--- src/rtl/fetch_stage_if.sv ---
// fetch_stage_if: instruction-memory bus between the F-stage and the
// combinational instruction memory.
//   im_addr   byte address of the word being fetched (driven by F-stage)
//   im_instr  instruction word at im_addr, valid in the same cycle
// Modports:
//   master  F-stage side (drives im_addr, receives im_instr)
//   slave   memory side (receives im_addr, drives im_instr)
interface fetch_stage_if;
  logic [31:0] im_addr;
  logic [31:0] im_instr;

  modport master (output im_addr, input  im_instr);
  modport slave  (input  im_addr, output im_instr);
endinterface

--- src/rtl/fetch_stage.sv ---
// fetch_stage: F-stage of the 5-stage MIPS pipeline.
// Owns the PC, fetches from a combinational instruction memory, registers
// the word into IF/ID and resolves next-PC from D-stage branch/jump
// controls. Hazard stall holds PC and IF/ID; delay slot is architectural
// (the instruction behind a taken branch/jump is never squashed).
//
// Optional feature macro: PC_CHECK_EN
//   defined   - F_exc flags misaligned or out-of-window fetch addresses and
//               a nop is captured into IF/ID instead of the fetched word
//   undefined - F_exc is constant 0, the fetched word passes unchecked
//
// Ports:
//   clk       system clock, rising edge
//   reset     asynchronous active-low reset
//   stall     hazard-unit stall (holds PC and IF/ID)
//   npc_sel   next-PC select: 0 seq, 1 branch, 2 j/jal, 3 jr/jalr
//   br_cond   D-stage branch comparison result (npc_sel=1 only)
//   D_imm     D-stage instr[25:0] (branch offset / jump index)
//   D_rs_val  forwarded rs value, jr target
//   im        instruction-memory bus (master)
//   F_pc      current PC
//   D_instr   IF/ID instruction
//   D_pc      IF/ID PC
//   D_pc8     D_pc + 8, link value
//   D_valid   IF/ID holds a real fetched instruction
//   F_exc     fetch-address fault
module fetch_stage #(
  parameter logic [31:0] PC_RESET = 32'h0000_3000,
  parameter logic [31:0] PC_LIMIT = 32'h0000_7000
) (
  input  logic                clk,
  input  logic                reset,
  input  logic                stall,
  input  logic [1:0]          npc_sel,
  input  logic                br_cond,
  input  logic [25:0]         D_imm,
  input  logic [31:0]         D_rs_val,
  fetch_stage_if.master       im,
  output logic [31:0]         F_pc,
  output logic [31:0]         D_instr,
  output logic [31:0]         D_pc,
  output logic [31:0]         D_pc8,
  output logic                D_valid,
  output logic                F_exc
);

  logic [31:0] pc_q;
  logic [31:0] d_instr_q;
  logic [31:0] d_pc_q;
  logic        d_valid_q;
  logic [31:0] npc;
  logic [31:0] fetch_word;
  logic [1:0]  sel_eff;
  logic [31:0] seq_pc;
  logic [31:0] br_target;

  assign im.im_addr = pc_q;
  assign F_pc       = pc_q;
  assign D_instr    = d_instr_q;
  assign D_pc       = d_pc_q;
  assign D_pc8      = d_pc_q + 32'd8;
  assign D_valid    = d_valid_q;

`ifdef PC_CHECK_EN
  logic fault;
  assign fault      = (pc_q[1:0] != 2'b00) || (pc_q > PC_LIMIT) || (pc_q < PC_RESET);
  assign F_exc      = fault;
  assign fetch_word = fault ? '0 : im.im_instr;
`else
  assign F_exc      = 1'b0;
  assign fetch_word = im.im_instr;
`endif

  // An empty IF/ID slot carries no real control, so it cannot redirect.
  assign sel_eff   = d_valid_q ? npc_sel : 2'd0;
  assign seq_pc    = pc_q + 32'd4;
  // Branch targets are relative to the delay slot (D_pc+4), not F_pc.
  assign br_target = d_pc_q + 32'd4 + {{14{D_imm[15]}}, D_imm[15:0], 2'b00};

  always_comb begin
    npc = seq_pc;
    case (sel_eff)
      2'd1:    npc = br_cond ? br_target : seq_pc;
      2'd2:    npc = {d_pc_q[31:28], D_imm, 2'b00};
      2'd3:    npc = D_rs_val;
      default: npc = seq_pc;
    endcase
  end

  always_ff @(posedge clk or negedge reset) begin
    if (!reset) begin
      pc_q      <= PC_RESET;
      d_instr_q <= '0;
      d_pc_q    <= '0;
      d_valid_q <= 1'b0;
    end else if (!stall) begin
      pc_q      <= npc;
      d_instr_q <= fetch_word;
      d_pc_q    <= pc_q;
      d_valid_q <= 1'b1;
    end
  end

endmodule
--- src/flat_wrapper.sv ---
// flat-port wrapper written by rule: the top's interface ports become plain ports
module fetch_stage_flat 
#(
  parameter logic [31:0] PC_RESET = 32'h0000_3000,
  parameter logic [31:0] PC_LIMIT = 32'h0000_7000
)
  (clk, reset, stall, npc_sel, br_cond, D_imm, D_rs_val, F_pc, D_instr, D_pc, D_pc8, D_valid, F_exc, im_im_addr, im_im_instr);
  fetch_stage_if im_i ();
  input  logic clk;
  input  logic reset;
  input  logic stall;
  input  logic [1:0] npc_sel;
  input  logic br_cond;
  input  logic [25:0] D_imm;
  input  logic [31:0] D_rs_val;
  output logic [31:0] F_pc;
  output logic [31:0] D_instr;
  output logic [31:0] D_pc;
  output logic [31:0] D_pc8;
  output logic D_valid;
  output logic F_exc;
  output wire logic [$bits(im_i.im_addr)-1:0] im_im_addr;
  input wire logic [$bits(im_i.im_instr)-1:0] im_im_instr;
  assign im_im_addr = im_i.im_addr;
  assign im_i.im_instr = im_im_instr;
  fetch_stage #(.PC_RESET(PC_RESET), .PC_LIMIT(PC_LIMIT)) u_core (.clk(clk), .reset(reset), .stall(stall), .npc_sel(npc_sel), .br_cond(br_cond), .D_imm(D_imm), .D_rs_val(D_rs_val), .im(im_i), .F_pc(F_pc), .D_instr(D_instr), .D_pc(D_pc), .D_pc8(D_pc8), .D_valid(D_valid), .F_exc(F_exc));
endmodule
--- config.mk ---
export PLATFORM = sky130hd
export DESIGN_NAME = fetch_stage_flat
export DESIGN_NICKNAME = d
export VERILOG_FILES = /design/src/rtl/fetch_stage_if.sv /design/src/rtl/fetch_stage.sv /design/src/flat_wrapper.sv
export SDC_FILE = /design/constraint.sdc
export NUM_CORES = 1
export LEC_CHECK = 0
export BUFFER_PORTS_ARGS = -buffer_cell sky130_fd_sc_hd__buf_2
export CAP_MARGIN = 20
export CELL_PAD_IN_SITES_DETAIL_PLACEMENT = 1
export CELL_PAD_IN_SITES_GLOBAL_PLACEMENT = 1
export CORE_MARGIN = 2
export CORE_UTILIZATION = 38
export CTS_BUF_LIST = sky130_fd_sc_hd__clkbuf_16
export CTS_CLUSTER_DIAMETER = 120
export DETAILED_ROUTE_END_ITERATION = 8
export GPL_TIMING_DRIVEN = 0
export MAX_ROUTING_LAYER = met4
export PLACE_DENSITY_LB_ADDON = 0.1
export SETUP_SLACK_MARGIN = 0.05
export SYNTH_ARGS = -nofsm -noshare
export SYNTH_HDL_FRONTEND = slang
export SYNTH_SLANG_ARGS = --single-unit
--- constraint.sdc ---
create_clock -name clk -period 3.7 [get_ports clk]
set_input_delay 0.555 -clock clk [delete_from_list [all_inputs] [get_ports clk]]
set_output_delay 0.555 -clock clk [all_outputs]
set_load 0.005 [all_outputs]
==> flow_summary.toml <==
[run_status]
status = "finished, final reports clean"

[routing]
via_per_inst = 5.55
drt_iter0_drc = 404
firstDrtPassIters = 5
wire_per_inst_um = 20.7
route.detailed.drc = 0
drtAntennaViolNets = 0
vias = 7218
drt_wl_total_um = 27000

[worst_setup_path]
cp-start-kind = "flop"
crit_type = "reg2reg"
worst_ep_required_time_ps = 3980
crit_arrival_ps = 3800
path_max_fanout = 8
critPathCaptureType = "flop"

[yosys]
synth_top_area_share_pct = 32.7
syn-num-nets = 950
yosysWarningCount = 0
synth.most_common_cell = "dfrtp_1"
post_synth_instance_area_um2 = 7270
synth_edf_count = 0
ys_seq_area_share_pct = 33.4
synthFlopType = "dfrtp_1"
synth_cell_type_count = 59
synth_seq_cells = 97
postSynthCellCount = 794
synthTopCellsByCount = "95 x dfrtp_1, 64 x nand2_1, 61 x a21oi_1"
post_synth.cell_area_avg_um2 = 9.16
synthTopCellsByArea = "dfrtp_1 33%, ha_1 10%, mux2_2 8.4%"
synth_top_cell_by_area = "dfrtp_1"
async_flop_share_pct = 100

[timing]
final.setup.tns_ps = 0
timing.fmax_mhz = 284
setup_viol = 0
hold_viol = 0
slew_headroom_pct = 26.9
drv_slew = 0
period_needed_ps = 3520
min_period_over_period_pct = 95.0
rsz0062_at_grt = "yes"
tightestPinTransition_ps = 1090
finClkSkew_ps = 15.0

[cts]
cts_max_path_buffers = 2
cts_buffers = 9
cts_setup_buffers = 0
cts_tree = "done"
cts-htree-levels = 3
clockRootBuffer = "clkbuf_16"
cts_sinks = 97
clk_pin_slew_ps = 80
insertion_delay_ps = 360

[placed_design]
hpwlAfterDp_um = 20600
dp_cells = 1283
numPortBuffers = 254
routabilityCongestion = 0.875

[power]
pwr-share-comb_pct = 45.5
powerDensity_nw_per_um2 = 516
internal_power_w = 0.00278
clkPwrFrac_pct = 21.3
p_seq_share_pct = 33.2
p_total_w = 0.00474
vdd_drop_max_mv = 0.229
p_leak_nw = 4.47
switchingPower_w = 0.00196
p_sw_share_pct = 41.3

[global_routing]
grt_pass1_wl_um = 41500
overflow = 0
grt_usage_pct = 27.5
antenna_found_initial = 1
grt_max_degree = 57
grt_pass1_vias = 7410

[floorplanning]
die_area_um2 = 20300
die_width_um = 142
placeableCoreArea_um2 = 18800
start_util_pct = 38.7
io_pins = 258
rows = 50
die_h_um = 142

[layout]
seqCellArea_um2 = 2430
nNetsFinal = 1216
multi_input_area_um2 = 4350
drive_gt1_share_pct = 35.5
fin_util_pct = 48.9
fill_cells = 2302
synthToLayoutAreaGrowth_pct = 26.3
stdcell_count = 1300

[min_path]
min_path_type = "in2async"

[flow_run]
cap_violations = 0
-- power groups by stage --
stage	clock network (W)	registers [W]	logic (W)
finish	0.00101	0.00157	0.00216
global route	0.00106	0.00161	0.00239
CTS	0.00103	0.00157	0.00215
detailed placement	0	0.00159	0.00213
global placement	0	0.00158	0.00209
floorplan	0	0.00151	0.00135
-- routing by layer --
layer / track usage [%] / wire length, um / vias to the layer above
met4: 4.79 / 245 / 0
met5: - / 0 / -
met1: 36.1 / 12300 / 3611
met3: 4.10 / 1240 / 15
met2: 45.8 / 13200 / 182
li1: - / - / 3410
-- cell families (layout without fill, tap and decap cells) --
logic type / count (synthesis) / count (layout) / synth area share [%]
AO/OA/AOI/OAI: 218 / 218 / 20.0
XOR/XNOR: 57 / 57 / 6.87
adder cells (fa/ha/maj): 60 / 60 / 10.4
buffers and inverters: 100 / 371 / 7.04
flip-flops: 97 / 97 / 33.4
multiplexers: 57 / 57 / 8.78
other: 1 / 2 / 0.0516
AND/OR/NAND/NOR: 204 / 204 / 13.4
-- path summary, 6_finish.rpt --
kind	start	end	slack [ps]	depth (start not counted)
setup / recovery	u_core.D_pc[3]	u_core.F_pc[29]	180	14
hold / removal	reset	u_core.D_pc[23]	290	1
setup reg to reg	u_core.D_pc[3]	u_core.F_pc[29]	180	14
hold reg to reg	u_core.D_instr[20]	u_core.D_instr[20]	510	1
max in group asynchronous	reset	u_core.D_pc[3]	2670	2
min in group clk	im_im_instr[4]	u_core.D_instr[4]	420	2
-- worst max-delay path, cell delays in order, from the launching register on --
cell	delay, ps
dfrtp_2	470
ha_1	300
ha_1	240
inv_1	80
fa_1	390
nand2b_1	180
a21oi_1	200
o21ai_1	200
o21ai_2	250
a41o_1	250
a21o_1	230
nand4_1	180
a21oi_1	220
a41oi_2	60
o221ai_1	180
-- metrics by stage --
stage	worst slack (ps)	area (um^2)	hold slack, ps
finish	183	9190	295
global route	60.9	9190	348
CTS	54.0	9170	318
detailed placement	-273	8860	490
global placement	-242	8830	483
floorplan	612	7270	259
-- final cells by class --
type                            instances  share of cell area, %
Multi-Input combinational cell        597                   47.3
Sequential cell                        97                   26.5
Buffer                                 70                   4.34
Clock inverter                          7                  0.913
Inverter                               30                   1.23
Clock buffer                            9                   2.45
Tap cell                              234                   3.19
Timing Repair Buffer                  255                   14.1
Antenna cell                            1                 0.0272
-- flip-flops by register name (all words and copies together) (netlist names) --
name / flops
u_core.D_instr: 32
u_core.F_pc: 32
u_core.D_pc: 32
u_core.D_valid: 1
-- layout by cell type, fill, tap and decap left out, types with 29 or more instances in the layout --
cell type	count
a21oi_1	61
buf_2	254
buf_4	37
clkbuf_1	29
dfrtp_1	94
ha_1	59
inv_1	30
mux2_2	54
nand2_1	64
nand3_1	34
nor2_1	41
o21ai_0	47
xnor2_1	38
-- timing repair --
action | 4_1_cts | 5_1_grt
hold endpoints to repair | 0 | 0
pin swaps | 0 | 0
hold buffers | 0 | 0
resized for setup | 2 | 5
setup endpoints to repair | 3 | 7
Note: power is estimated with default switching activity, not from simulation.
